===== config.mk =====
export PLATFORM = sky130hd
export DESIGN_NAME = serial_link_xcvr
export DESIGN_NICKNAME = d
export VERILOG_FILES = /design/src/rtl/serial_link_xcvr.sv
export SDC_FILE = /design/constraint.sdc
export NUM_CORES = 1
export LEC_CHECK = 0
export ABC_AREA = 1
export CAP_MARGIN = 20
export CORE_ASPECT_RATIO = 0.9
export CORE_UTILIZATION = 63
export CTS_BUF_LIST = sky130_fd_sc_hd__clkbuf_8
export DETAILED_ROUTE_END_ITERATION = 6
export GPL_TIMING_DRIVEN = 0
export PLACE_DENSITY_LB_ADDON = 0.15
export REMOVE_ABC_BUFFERS = 1
export SLEW_MARGIN = 20
export SYNTH_ARGS = -nofsm -noshare
export SYNTH_HDL_FRONTEND = slang
export SYNTH_SLANG_ARGS = --single-unit

===== constraint.sdc =====
create_clock -name Clk -period 4.6 [get_ports Clk]
set_input_delay 0.69 -clock Clk [delete_from_list [all_inputs] [get_ports Clk]]
set_output_delay 0.69 -clock Clk [all_outputs]
set_load 0.02 [all_outputs]

===== src/rtl/serial_link_xcvr.sv =====
// rtl/serial_link_xcvr.sv - framed serial transmitter and receiver sharing one clock domain
// TX emits a gated serial clock with start/data/parity/stop bits; RX samples on synchronised SCin rising edges.
module serial_link_xcvr #(
  parameter int DATA_W     = 8,
  parameter int CLK_DIV    = 4,
  parameter int PARITY     = 1,
  parameter int RX_TIMEOUT = 16
) (
  input  logic              Clk,
  input  logic              Rst_n,
  input  logic              Send,
  input  logic [DATA_W-1:0] PDin,
  output logic              TxReady,
  output logic              SoClk,
  output logic              SDout,
  input  logic              SCin,
  input  logic              SDin,
  output logic [DATA_W-1:0] PDout,
  output logic              PDready,
  output logic              ParErr,
  output logic              FrameErr
);

  localparam int NB    = DATA_W + 2 + ((PARITY != 0) ? 1 : 0);
  localparam int DIV_W = $clog2(2 * CLK_DIV);
  localparam int BIT_W = $clog2(NB);
  localparam int RXC_W = (DATA_W > 1) ? $clog2(DATA_W) : 1;
  localparam int TO_W  = $clog2(RX_TIMEOUT);

  localparam logic [DIV_W-1:0] DIV_HALF  = DIV_W'(CLK_DIV - 1);
  localparam logic [DIV_W-1:0] DIV_END   = DIV_W'(2 * CLK_DIV - 1);
  localparam logic [BIT_W-1:0] BIT_LAST  = BIT_W'(NB - 1);
  localparam logic [RXC_W-1:0] DATA_LAST = RXC_W'(DATA_W - 1);
  localparam logic [TO_W-1:0]  TO_LAST   = TO_W'(RX_TIMEOUT - 1);
  localparam logic             PAR_ODD   = (PARITY == 2);

  typedef enum logic {TX_IDLE, TX_SHIFT} tx_state_e;
  typedef enum logic [1:0] {RX_IDLE, RX_DATA, RX_PAR, RX_STOP} rx_state_e;

  tx_state_e         tx_state_q, tx_state_d;
  logic [NB-1:0]     tx_sh_q, tx_sh_d;
  logic [DIV_W-1:0]  div_q, div_d;
  logic [BIT_W-1:0]  bit_q, bit_d;
  logic              txready_q, txready_d;
  logic              soclk_q, soclk_d;
  logic              sdout_q, sdout_d;
  logic [NB-1:0]     tx_frame;

  always_comb begin
    tx_frame = '1;
    tx_frame[0] = 1'b0;
    tx_frame[DATA_W:1] = PDin;
    if (PARITY != 0) tx_frame[DATA_W+1] = (^PDin) ^ PAR_ODD;

    tx_state_d = tx_state_q;
    tx_sh_d    = tx_sh_q;
    div_d      = div_q;
    bit_d      = bit_q;
    txready_d  = txready_q;
    soclk_d    = soclk_q;
    sdout_d    = sdout_q;

    case (tx_state_q)
      TX_IDLE: begin
        if (Send) begin
          tx_state_d = TX_SHIFT;
          tx_sh_d    = {1'b1, tx_frame[NB-1:1]};
          sdout_d    = tx_frame[0];
          div_d      = '0;
          bit_d      = '0;
          txready_d  = 1'b0;
          soclk_d    = 1'b0;
        end
      end
      default: begin
        div_d = div_q + 1'b1;
        if (div_q == DIV_HALF) soclk_d = 1'b1;
        // Bit boundary: SDout only ever changes together with SoClk falling.
        if (div_q == DIV_END) begin
          div_d   = '0;
          soclk_d = 1'b0;
          if (bit_q == BIT_LAST) begin
            tx_state_d = TX_IDLE;
            sdout_d    = 1'b1;
            txready_d  = 1'b1;
          end else begin
            bit_d   = bit_q + 1'b1;
            sdout_d = tx_sh_q[0];
            tx_sh_d = {1'b1, tx_sh_q[NB-1:1]};
          end
        end
      end
    endcase
  end

  always_ff @(posedge Clk or negedge Rst_n) begin
    if (!Rst_n) begin
      tx_state_q <= TX_IDLE;
      tx_sh_q    <= '1;
      div_q      <= '0;
      bit_q      <= '0;
      txready_q  <= 1'b1;
      soclk_q    <= 1'b0;
      sdout_q    <= 1'b1;
    end else begin
      tx_state_q <= tx_state_d;
      tx_sh_q    <= tx_sh_d;
      div_q      <= div_d;
      bit_q      <= bit_d;
      txready_q  <= txready_d;
      soclk_q    <= soclk_d;
      sdout_q    <= sdout_d;
    end
  end

  assign TxReady = txready_q;
  assign SoClk   = soclk_q;
  assign SDout   = sdout_q;

  logic sc_meta_q, sc_sync_q, sc_prev_q, sd_meta_q, sd_sync_q;
  logic strobe;

  always_ff @(posedge Clk or negedge Rst_n) begin
    if (!Rst_n) begin
      sc_meta_q <= 1'b0;
      sc_sync_q <= 1'b0;
      sc_prev_q <= 1'b0;
      sd_meta_q <= 1'b1;
      sd_sync_q <= 1'b1;
    end else begin
      sc_meta_q <= SCin;
      sc_sync_q <= sc_meta_q;
      sc_prev_q <= sc_sync_q;
      sd_meta_q <= SDin;
      sd_sync_q <= sd_meta_q;
    end
  end

  assign strobe = sc_sync_q & ~sc_prev_q;

  rx_state_e         rx_state_q, rx_state_d;
  logic [DATA_W-1:0] rx_sh_q, rx_sh_d, rx_shifted;
  logic [RXC_W-1:0]  rx_cnt_q, rx_cnt_d;
  logic [TO_W-1:0]   to_cnt_q, to_cnt_d;
  logic              par_err_q, par_err_d;
  logic [DATA_W-1:0] pdout_q, pdout_d;
  logic              pdready_q, pdready_d;
  logic              parerr_q, parerr_d;
  logic              frameerr_q, frameerr_d;

  always_comb begin
    rx_shifted = rx_sh_q >> 1;
    rx_shifted[DATA_W-1] = sd_sync_q;

    rx_state_d = rx_state_q;
    rx_sh_d    = rx_sh_q;
    rx_cnt_d   = rx_cnt_q;
    to_cnt_d   = to_cnt_q;
    par_err_d  = par_err_q;
    pdout_d    = pdout_q;
    pdready_d  = 1'b0;
    parerr_d   = parerr_q;
    frameerr_d = frameerr_q;

    case (rx_state_q)
      RX_IDLE: begin
        if (strobe && !sd_sync_q) begin
          rx_state_d = RX_DATA;
          rx_cnt_d   = '0;
          to_cnt_d   = '0;
          par_err_d  = 1'b0;
        end
      end
      RX_DATA: begin
        if (strobe) begin
          rx_sh_d  = rx_shifted;
          rx_cnt_d = rx_cnt_q + 1'b1;
          if (rx_cnt_q == DATA_LAST) rx_state_d = (PARITY != 0) ? RX_PAR : RX_STOP;
        end
      end
      RX_PAR: begin
        if (strobe) begin
          par_err_d  = sd_sync_q ^ (^rx_sh_q) ^ PAR_ODD;
          rx_state_d = RX_STOP;
        end
      end
      default: begin
        if (strobe) begin
          pdout_d    = rx_sh_q;
          parerr_d   = par_err_q;
          frameerr_d = ~sd_sync_q;
          pdready_d  = 1'b1;
          rx_state_d = RX_IDLE;
        end
      end
    endcase

    // Abort a stalled frame; the published outputs are left untouched.
    if (rx_state_q != RX_IDLE) begin
      if (strobe) begin
        to_cnt_d = '0;
      end else if (to_cnt_q == TO_LAST) begin
        to_cnt_d   = '0;
        rx_state_d = RX_IDLE;
      end else begin
        to_cnt_d = to_cnt_q + 1'b1;
      end
    end
  end

  always_ff @(posedge Clk or negedge Rst_n) begin
    if (!Rst_n) begin
      rx_state_q <= RX_IDLE;
      rx_sh_q    <= '0;
      rx_cnt_q   <= '0;
      to_cnt_q   <= '0;
      par_err_q  <= 1'b0;
      pdout_q    <= '0;
      pdready_q  <= 1'b0;
      parerr_q   <= 1'b0;
      frameerr_q <= 1'b0;
    end else begin
      rx_state_q <= rx_state_d;
      rx_sh_q    <= rx_sh_d;
      rx_cnt_q   <= rx_cnt_d;
      to_cnt_q   <= to_cnt_d;
      par_err_q  <= par_err_d;
      pdout_q    <= pdout_d;
      pdready_q  <= pdready_d;
      parerr_q   <= parerr_d;
      frameerr_q <= frameerr_d;
    end
  end

  assign PDout    = pdout_q;
  assign PDready  = pdready_q;
  assign ParErr   = parerr_q;
  assign FrameErr = frameerr_q;

endmodule


==> metrics.md, run 1 <==
| Metric | Value |
|---|---|
| Status | `complete, no violations` |
| Commonest cells post-synth | `80 x nand2_1, 41 x dfrtp_1, 24 x inv_1` |
| Count leader, synth | `nand2_1` |
| Total Neg Setup Slack | `0 ns` |
| Synth Warn # | `0` |
| Critical path startpoint category | `register` |
| HPWL Detailed | `between 3 and 4 mm` |
| CP cell instances | `clkdlybuf4s50_1` |
| Port Buffers | `26` |
| CTS root buf | `clkbuf_8` |
| Async SR Flop Fraction | `1.00` |
| # DRC | `0` |
| Post-Synth Adder-Cell Area | `0.0394` |
| Post-synth EDFFs | `0` |
| Postcts setup bufs | `0` |
| Power per cell area | `roughly 570 nW/µm²` |
| Fin. max-slew vios | `0` |
| Largest cells by area after synthesis | `dfrtp_1 40%, dfstp_2 13%, nand2_1 12%` |
| Antenna violations before repair | `0` |
| IO Pins | `27` |
| Row count | `21` |
| Synthesized netlist cell count | `278` |
| Final setup vio count | `0` |
| Global route overflow | `0` |
| Slowest cell on crit path | `clkdlybuf4s50_1` |
| Unrepaired setup endpoints after global routing | `false` |
| GRT Overall Usage | `0.230` |
| CTS buffer count | `5` |
| Post-DP Area | `2800 µm²` |
| Max-cap violations | `0` |
| Routability cong. | `~0.76` |
| Crit-path leading delay family | `buffers and inverters` |
| Required time of the critical path | `3.91 ns` |
| Max FO, Critical Path | `2` |
| Post-synthesis compound-gate area fraction | `0.110` |
| CP peak stage delay | `0.59 ns` |
| First-pass GRT wire length | `between 7 and 8 mm` |
| CTS Sinks | `54` |
| Initial core utilization | `0.671` |
| Worst skew pair latency | `0.31 ns` |
| Post-route insts no fill | `351` |
| Distinct cells, synth | `31` |
| CORE AREA | `3780 µm²` |
| Yosys reg bits | `54` |
| XOR/XNOR share of the synthesized area | `0.0414` |
| CTS tree | `built` |
| Largest area contributor in the netlist | `dfrtp_1` |
| Max VDD drop | `340 µV` |
| Total Die Area | `between 4000 and 5000 µm²` |
| Clock transition at path regs | `0.09 ns` |
| Wire per inst | `about 12 µm` |
| Vias in the first global route | `roughly 1800` |
| Post-synthesis mux area share | `0` |
| Buf+Inv Stages, Crit Path | `1` |
| Synthesized area per cell | `9.14 µm²` |
| Main combinational cell family by area after synthesis | `simple AND/OR/NAND/NOR gates` |
| Post-route ant nets | `0` |
| Fraction of the mapped netlist area in simple logic gates | `0.209` |
| Worst hold-check path type | `register to register` |
| Main synth FF type | `dfrtp_1` |
| Placed insts | `about 340` |
| Vias/cell | `5.37` |
| Layout net count | `325` |
| Detailed Route WL | `4.27 mm` |
| Largest net degree at the start of global routing | `55` |
| Design Area, Final | `2910 µm²` |
| Setup crit start | `TxReady$_DFFE_PN1P_` |
| Leakage | `1.38 nW` |
| Actual transition at the worst max-transition pin | `0.652 ns` |
| Min Clock Period, post-route | `roughly 2.1 ns` |
| Fill cell count | `275` |
| Final Hold Viols | `0` |
| Worst Setup End Kind | `output pin` |
| Max_slew headroom | `0.564` |
| TritonRoute pass-1 iters | `4` |
| Min-Delay Startpoint | `sd_meta_q$_DFF_PN1_` |
| Area growth syn-to-layout | `14.7%` |
| Period utilization | `0.462` |
| Share of cells above drive strength 1 | `0.108` |
| Worst Path Class, Setup | `register to output pin` |
| Mapped cell area | `2540 µm²` |
| Worst flop-to-flop path startpoint | `tx_state_q$_DFF_PN0_` |
| Register area share after synthesis | `0.538` |
| Clock Path Buffers | `2` |
| CTS Hold Buffers Added | `0` |
| Antenna cell count | `0` |
| Worst Path Arrival | `1.44 ns` |
| Die Span X | `68.9 µm` |
| DRT iter0 DRCs | `approximately 160` |
| FMAX | `0.470 GHz` |
| DR vias | `1884` |
| Chip height | `62.2 µm` |
| Post-synth top area share | `0.404` |
| Post_cts resized | `0` |
| Fin Clk Skew | `0.0118 ns` |
| H-Tree Level Count | `2` |
## report_power, final
group          total (mW)  internal, mW  leakage, nW  switching [mW]
Clock               0.315         0.162       0.0504           0.153
Combinational       0.572         0.237        0.667           0.334
Sequential          0.760         0.646        0.662           0.113
Total                1.65          1.05         1.38           0.601
## through the flow
step                      worst slack, ns  power, mW   util  hold WS [ns]
after floorplan                      3.05       1.16      -         0.331
after global placement               1.28       1.30  0.740         0.334
after detailed placement             2.41       1.34  0.740         0.347
after CTS                            2.46       1.66  0.770         0.361
after global routing                 2.43       1.78  0.770         0.366
final                                2.47       1.65  0.770         0.360
## final cells by class
class	instances	area, µm²	area share
clock buffers	5	68.8	0.0236
clock inverters	3	45.0	0.0155
inverters	26	100	0.0344
multi-input cells	191	1020	0.349
flip-flops and latches	54	1370	0.470
well taps	46	57.6	0.0198
repair buffers	26	258	0.0885
## final timing paths
kind / to / slack [ns] / depth (start not counted)
min: sd_sync_q$_DFF_PN1_ / 0.36 / 0
min reg2reg: sd_sync_q$_DFF_PN1_ / 0.36 / 0
max in group asynchronous: sc_prev_q$_DFF_PN0_ / 3.78 / 1
min in group asynchronous: div_q[2]$_DFFE_PN0P_ / 0.40 / 1
max: TxReady / 2.47 / 1
max reg2reg: bit_q[2]$_DFFE_PN0P_ / 2.82 / 6
## flip-flops by register name, indices dropped and copies added (netlist names), 2 cells and up
| register | count |
|---|---|
| bit_q | 4 |
| rx_state_q | 2 |
| rx_cnt_q | 3 |
| rx_sh_q | 8 |
| PDout | 8 |
| div_q | 3 |
| to_cnt_q | 4 |
| tx_sh_q | 9 |
## placed cells by master, fill, tap and decap left out, types with 2 or more instances in the layout
cell,instances
nand3_1,17
clkdlybuf4s50_1,25
xnor2_1,4
xor2_1,8
clkbuf_8,5
inv_1,24
dfrtp_1,41
a21oi_1,6
nor2_4,3
ha_1,8
a31oi_1,10
o21ai_0,13
nor2_1,15
nand2_2,2
clkinvlp_4,2
nand2_1,80
nor2_2,4
a32o_1,2
dfstp_2,13
o21ai_1,11
## metal layers
layer	track usage	part of all wire
met5	0	0
met4	0.0842	0.015
met3	0.0441	0.036
met2	0.382	0.48
met1	0.293	0.47
## cells by family (layout without fill, tap and decap cells)
family | after synthesis | after routing
flip-flops | 54 | 54
buffers and inverters | 33 | 60
XOR/XNOR | 12 | 12
adder cells (fa/ha/maj) | 8 | 8
AO/OA/AOI/OAI | 47 | 47
AND/OR/NAND/NOR | 124 | 124
Note: power is estimated with default switching activity, not from simulation.
==> run 2: changes to the inputs <==
--- a/config.mk
+++ b/config.mk
@@ -8,7 +8,7 @@
 export ABC_AREA = 1
 export CAP_MARGIN = 20
 export CORE_ASPECT_RATIO = 0.9
-export CORE_UTILIZATION = 63
+export CORE_UTILIZATION = 58
 export CTS_BUF_LIST = sky130_fd_sc_hd__clkbuf_8
 export DETAILED_ROUTE_END_ITERATION = 6
 export GPL_TIMING_DRIVEN = 0
==> constraint.sdc (replaced) <==
create_clock -name Clk -period 2.15 [get_ports Clk]
set_input_delay 0.3225 -clock Clk [delete_from_list [all_inputs] [get_ports Clk]]
set_output_delay 0.3225 -clock Clk [all_outputs]
set_load 0.02 [all_outputs]
==> metrics.md, run 2 (synthesis results as in run 1) <==
| Metric | Value |
|---|---|
| Total Die Area | `4650 µm² (was 4290 µm²)` |
| Design Area, Final | `2910 µm² (about the same)` |
| Min Clock Period, post-route | `1.79 ns` |
| TritonRoute pass-1 iters | `4 (unchanged)` |
| Worst Path Class, Setup | `register to register (was register to output pin)` |
| Row count | `22 (was 21)` |
| Status | `complete, no violations (unchanged)` |
| Worst reg-to-reg path cell count | `6 (unchanged)` |
| Critical path startpoint category | `register (unchanged)` |
| IO Pins | `27 (unchanged)` |
| Chip height | `64.8 µm (was 62.2 µm)` |
| CP cell instances | `clkinv_1 > nand2_1 > inv_1 > nand3_1 > nand2_1 > inv_1 (was clkdlybuf4s50_1)` |
| Max-cap violations | `0 (unchanged)` |
| Total Neg Setup Slack | `0 ns (unchanged)` |
| DRT iter0 DRCs | `101 (was 163)` |
| Routability cong. | `0.774 (was 0.760)` |
| Slowest cell on crit path | `dfrtp_1 (was clkdlybuf4s50_1)` |
| Max VDD drop | `647 µV (was 340 µV)` |
| Setup slack at placement | `0.327 ns (was 2.41 ns)` |
| Final worst slack | `0.364 ns (was 2.47 ns)` |
| Post-route insts no fill | `353 (was 351)` |
| Fill cell count | `337 (was 275)` |
| FMAX | `0.560 GHz` |
| Worst skew pair latency | `0.30 ns (was 0.31 ns)` |
| H-Tree Level Count | `2 (unchanged)` |
| GR Util met3 | `0.0420 (was 0.0441)` |
| Port Buffers | `26 (unchanged)` |
| Placed insts | `345 (was 343)` |
| Antenna cell count | `0 (unchanged)` |
| Unrepaired setup endpoints after global routing | `false (unchanged)` |
| Area of the multi-input gates | `1020 µm² (unchanged)` |
| Fin. max-slew vios | `0 (unchanged)` |
| CTS tree | `built (unchanged)` |
| Met1 usage in global routing | `0.270 (was 0.293)` |
| Final setup vio count | `0 (unchanged)` |
| Required time of the critical path | `2.40 ns (was 3.91 ns)` |
| Max FO, Critical Path | `16 (was 2)` |
| Commonest non-fill, non-tap cell in the layout | `nand2_1 (unchanged)` |
| Vias in the first global route | `1720 (was 1758)` |
| Reg area | `1370 µm² (unchanged)` |
| CTS buffer count | `5 (unchanged)` |
| CP peak stage delay | `0.75 ns (was 0.59 ns)` |
| Worst flop-to-flop path startpoint | `tx_state_q$_DFF_PN0_ (unchanged)` |
| Post-DP Area | `2800 µm² (about the same)` |
| CTS Sinks | `54 (unchanged)` |
| Area growth syn-to-layout | `14.5% (was 14.7%)` |
| Biggest register | `tx_sh_q (unchanged)` |
| Reg2Reg Setup Slack | `0.36 ns (was 2.82 ns)` |
| # DRC | `0 (unchanged)` |
| Clock transition at path regs | `0.09 ns (about the same)` |
| DR vias | `1839 (was 1884)` |
| RR Endpoint | `tx_sh_q[8]$_DFFE_PN1P_ (was bit_q[2]$_DFFE_PN0P_)` |
| Largest net degree at the start of global routing | `55 (unchanged)` |
| Antenna violations before repair | `0 (unchanged)` |
| Leakage | `1.39 nW (was 1.38 nW)` |
| Period utilization | `0.831` |
| Most frequent cells in the layout | `80 x nand2_1, 41 x dfrtp_1, 26 x inv_1, 25 x clkdlybuf4s50_1, 17 x nand3_1 (was 80 x nand2_1, 41 x dfrtp_1, 25 x clkdlybuf4s50_1, 24 x inv_1, 17 x nand3_1)` |
| Clock Path Buffers | `2 (unchanged)` |
| Worst hold-check path type | `input port to asynchronous set/reset pin (was register to register)` |
| Worst Setup End Kind | `register (was output pin)` |
| Wire per inst | `11.5 µm (was 12.2 µm)` |
| CTS root buf | `clkbuf_8 (unchanged)` |
| CORE AREA | `4130 µm² (was 3780 µm²)` |
| GRT Overall Usage | `0.203 (was 0.230)` |
| Post-route ant nets | `0 (unchanged)` |
| Max reg flops | `9 (unchanged)` |
| First-pass GRT wire length | `7.38 mm (was 7.35 mm)` |
| Vias/cell | `5.21 (was 5.37)` |
| CTS Hold Buffers Added | `0 (unchanged)` |
| Die Span X | `71.8 µm (was 68.9 µm)` |
| Actual transition at the worst max-transition pin | `0.659 ns (was 0.652 ns)` |
| Detailed Route WL | `4.06 mm (was 4.27 mm)` |
| Met2 GRT Util | `0.334 (was 0.382)` |
| Initial core utilization | `0.615 (was 0.671)` |
| Max_slew headroom | `0.561 (was 0.564)` |
| Global route overflow | `0 (unchanged)` |
| Most Crowded Layer GR | `met2 (unchanged)` |
| Layout net count | `325 (unchanged)` |
| Worst Path Arrival | `2.03 ns (was 1.44 ns)` |
| Final Hold Viols | `0 (unchanged)` |
| Power per cell area | `1190 nW/µm² (was 565 nW/µm²)` |
| Post_cts resized | `0 (unchanged)` |
| Share of cells above drive strength 1 | `0.102 (was 0.108)` |
| Postcts setup bufs | `0 (unchanged)` |
| Fin Clk Skew | `0.00721 ns (was 0.0118 ns)` |
| HPWL Detailed | `2.87 mm (was 3.06 mm)` |
-- run 2: cell types whose count changed in the layout (fill, tap and decap cells not counted) --
| cell | change |
|---|---|
| clkinvlp_4 | -2 |
| inv_1 | +2 |
-- run 2: critical path, delay by kind of cell (launching register included) --
kind | cells | cell delay, ns
buf+inv | 3 | 0.63
simple gates | 3 | 0.36
flops | 1 | 0.75
-- run 2: area by class of cell --
| class | instances | area share |
|---|---|---|
| clock buffer | 5 | 0.0237 |
| tap | 48 | 0.0207 |
| sequential | 54 | 0.470 |
| timing repair buffer | 26 | 0.0886 |
| clock inverter | 3 | 0.0129 |
| inverter | 26 | 0.0344 |
| multi-input combinational | 191 | 0.349 |
-- run 2: routing by layer --
metal	wire length, µm	share of wire	vias up
li1	-	-	953
met1	2070	0.51	859
met2	1840	0.45	23
met3	104	0.026	4
met4	42	0.010	0
met5	0	0	-
-- run 2: how the worst max path moves through the flow --
stage / start / slack (ns) / to
6_report: tx_state_q$_DFF_PN0_ / 0.36 / tx_sh_q[8]$_DFFE_PN1P_
5_1_grt: div_q[0]$_DFFE_PN0P_ / 0.22 / bit_q[1]$_DFFE_PN0P_
4_1_cts: div_q[0]$_DFFE_PN0P_ / 0.33 / bit_q[1]$_DFFE_PN0P_
3_5_place_dp: Send / 0.33 / bit_q[1]$_DFFE_PN0P_
3_3_place_gp: Rst_n / -0.82 / to_cnt_q[3]$_DFFE_PN0P_
2_1_floorplan: div_q[0]$_DFFE_PN0P_ / 0.60 / bit_q[2]$_DFFE_PN0P_
-- run 2: power breakdown --
group | internal (mW) | total, mW | switching [mW]
Combinational | 0.510 | 1.20 | 0.692
Sequential | 1.38 | 1.62 | 0.238
Clock | 0.339 | 0.650 | 0.311
-- run 2: metrics by stage --
stage | hold slack, ns | utilization | power, mW
after floorplan | 0.0269 | - | 2.49
after global placement | 0.333 | 0.679 | 2.79
after detailed placement | 0.342 | 0.678 | 2.85
after CTS | 0.0725 | 0.704 | 3.51
after global routing | 0.101 | 0.704 | 3.76
final | 0.0494 | 0.704 | 3.47
==> run 3: changes to the inputs <==
==> constraint.sdc (replaced) <==
create_clock -name Clk -period 1.69 [get_ports Clk]
set_input_delay 0.2535 -clock Clk [delete_from_list [all_inputs] [get_ports Clk]]
set_output_delay 0.2535 -clock Clk [all_outputs]
set_load 0.02 [all_outputs]
==> metrics.md, run 3 (synthesis results as in run 1) <==
| Metric | Value |
|---|---|
| Min Clock Period, post-route | `1.62 ns (was 1.79 ns)` |
| Antenna violations before repair | `0 (unchanged)` |
| Placed insts | `345 (unchanged)` |
| Worst flop-to-flop path startpoint | `div_q[1]$_DFFE_PN0P_ (was tx_state_q$_DFF_PN0_)` |
| HPWL Detailed | `2.87 mm (unchanged)` |
| Total Neg Setup Slack | `0 ns (unchanged)` |
| Area growth syn-to-layout | `15.7% (was 14.5%)` |
| CP peak stage delay | `0.37 ns (was 0.75 ns)` |
| Post-route insts no fill | `356 (was 353)` |
| Total Die Area | `4650 µm² (unchanged)` |
| Final Hold Viols | `39 (was 0)` |
| Power per cell area | `1530 nW/µm² (was 1190 nW/µm²)` |
| Worst Setup End Kind | `register (unchanged)` |
| Fin Clk Skew | `0.00727 ns (was 0.00721 ns)` |
| Vias/cell | `5.22 (was 5.21)` |
| Antenna cell count | `0 (unchanged)` |
| # DRC | `0 (unchanged)` |
| DRT iter0 DRCs | `105 (was 101)` |
| CORE AREA | `4130 µm² (unchanged)` |
| CP cell instances | `ha_1 > ha_2 > inv_2 > a21oi_4 > nand2_4 > inv_6 > nand2_1 > xor2_1 > nor2_1 (was clkinv_1 > nand2_1 > inv_1 > nand3_1 > nand2_1 > inv_1)` |
| Clock transition at path regs | `0.09 ns (about the same)` |
| Commonest non-fill, non-tap cell in the layout | `nand2_1 (unchanged)` |
| Slowest cell on crit path | `dfrtp_1 (unchanged)` |
| Worst reg-to-reg path cell count | `9 (was 6)` |
| Largest net degree at the start of global routing | `55 (unchanged)` |
| Port Buffers | `26 (unchanged)` |
| Clock Path Buffers | `2 (unchanged)` |
| Fin. max-slew vios | `0 (unchanged)` |
| Critical path startpoint category | `register (unchanged)` |
| FMAX | `0.617 GHz (was 0.560 GHz)` |
| Failing checks | `hold timing` |
| Share of cells above drive strength 1 | `0.123 (was 0.102)` |
| Hold WS | `-0.0186 ns (was 0.0494 ns)` |
| Max FO, Critical Path | `9 (was 16)` |
| CTS Sinks | `54 (unchanged)` |
| Max-cap violations | `0 (unchanged)` |
| Worst Path Arrival | `1.82 ns (was 2.03 ns)` |
| Row count | `22 (unchanged)` |
| Final worst slack | `0.0697 ns (was 0.364 ns)` |
| Max VDD drop | `826 µV (was 647 µV)` |
| H-Tree Level Count | `2 (unchanged)` |
| Required time of the critical path | `1.89 ns (was 2.40 ns)` |
| Status | `finished with violations (was complete, no violations)` |
| CTS tree | `built (unchanged)` |
| Reg2Reg Setup Slack | `0.07 ns (was 0.36 ns)` |
| CTS root buf | `clkbuf_8 (unchanged)` |
| Initial core utilization | `0.615 (unchanged)` |
| First-pass GRT wire length | `7.54 mm (was 7.38 mm)` |
| Layout net count | `328 (was 325)` |
| Max reg flops | `9 (unchanged)` |
| Post-route ant nets | `0 (unchanged)` |
| Power Total | `4.48 mW (was 3.47 mW)` |
| Worst hold-check path type | `input port to asynchronous set/reset pin (unchanged)` |
| CTS Hold Buffers Added | `0 (unchanged)` |
| Leakage | `1.41 nW (was 1.39 nW)` |
| Wire per inst | `11.8 µm (was 11.5 µm)` |
| GRT Overall Usage | `0.207 (was 0.203)` |
| Final setup vio count | `0 (unchanged)` |
| Vias in the first global route | `1763 (was 1720)` |
| Die Span X | `71.8 µm (unchanged)` |
| Detailed Route WL | `4.19 mm (was 4.06 mm)` |
| Chip height | `64.8 µm (unchanged)` |
| Setup crit start | `div_q[1]$_DFFE_PN0P_ (was tx_state_q$_DFF_PN0_)` |
| Max_slew headroom | `0.559 (was 0.561)` |
| Worst skew pair latency | `0.30 ns (about the same)` |
| DR vias | `1859 (was 1839)` |
| CTS buffer count | `5 (unchanged)` |
| TritonRoute pass-1 iters | `4 (unchanged)` |
| Global route overflow | `0 (unchanged)` |
| Setup slack at placement | `-0.0988 ns (was 0.327 ns)` |
| Design Area, Final | `2940 µm² (was 2910 µm²)` |
| Routability cong. | `0.774 (unchanged)` |
| Worst Path Class, Setup | `register to register (unchanged)` |
| Most frequent cells in the layout | `79 x nand2_1, 40 x dfrtp_1, 25 x inv_1, 23 x clkdlybuf4s50_1, 17 x nand3_1 (was 80 x nand2_1, 41 x dfrtp_1, 26 x inv_1, 25 x clkdlybuf4s50_1, 17 x nand3_1)` |
| Period utilization | `0.959 (was 0.831)` |
| Biggest register | `tx_sh_q (unchanged)` |
| IO Pins | `27 (unchanged)` |
| RR Endpoint | `bit_q[2]$_DFFE_PN0P_ (was tx_sh_q[8]$_DFFE_PN1P_)` |
| Post-DP Area | `2800 µm² (unchanged)` |
| Fill cell count | `338 (was 337)` |
| Actual transition at the worst max-transition pin | `0.661 ns (was 0.659 ns)` |
run 3: cell types whose count changed in the layout (fill, tap and decap cells not counted), moves of 2 or more:
cell / before / now
inv_2: 0 / 2
buf_4: 1 / 3
dlygate4sd2_1: 0 / 2
clkdlybuf4s50_1: 25 / 23
run 3: how the worst max path moves through the flow:
stage,end,slack [ns],cells past startpoint
after detailed placement,bit_q[1]$_DFFE_PN0P_,-0.1,8
after floorplan,bit_q[2]$_DFFE_PN0P_,0.14,9
final,bit_q[2]$_DFFE_PN0P_,0.07,9
after global placement,to_cnt_q[3]$_DFFE_PN0P_,-1.22,1
after CTS,tx_sh_q[8]$_DFFE_PN1P_,0.03,9
after global routing,bit_q[2]$_DFFE_PN0P_,-0.03,9
run 3: worst max-delay path: cells and delay by family, from the launching register on:
kind / cells / cell delay [ns]
XOR/XNOR: 1 / 0.13
buffers and inverters: 2 / 0.18
adder cells (fa/ha/maj): 2 / 0.42
flip-flops: 1 / 0.37
AND/OR/NAND/NOR: 3 / 0.23
AO/OA/AOI/OAI: 1 / 0.19
run 3: cell type report:
class / count / area (µm²) / area share
repair inverters: 1 / 3.75 / 0.00128
clock inverters: 3 / 37.5 / 0.0128
inverters: 26 / 103 / 0.0349
flip-flops and latches: 54 / 1370 / 0.466
repair buffers: 28 / 270 / 0.0920
well taps: 48 / 60.1 / 0.0204
clock buffers: 5 / 68.8 / 0.0234
multi-input cells: 191 / 1030 / 0.349
run 3: metal layers:
metal / part of all wire / wire [µm] / track usage
met1: 0.49 / 2070 / 0.276
met2: 0.46 / 1950 / 0.342
met3: 0.032 / 136 / 0.0420
met4: 0.010 / 42 / 0.0686
met5: 0 / 0 / 0
run 3: through the flow:
stage	util	hold slack, ns
3_5_place_dp	0.678	0.332
4_1_cts	0.708	0.00348
3_3_place_gp	0.679	0.333
5_1_grt	0.712	0.0323
2_1_floorplan	-	-0.0421
6_report	0.712	-0.0186
run 3: repair_timing:
| item | 4_1_cts | 5_1_grt |
|---|---|---|
| gates resized for setup | 7 | 2 |
| cloned | 1 | 0 |
| setup buffers | 1 | 1 |
| endpoints found under the setup margin | 6 | 8 |
run 3: power by group:
part	switching [mW]	total (mW)	internal (mW)	leakage [nW]
sequential	0.301	2.06	1.76	0.662
clock	0.394	0.826	0.432	0.0607
combinational	0.921	1.60	0.674	0.687
total	1.62	4.48	2.86	1.41
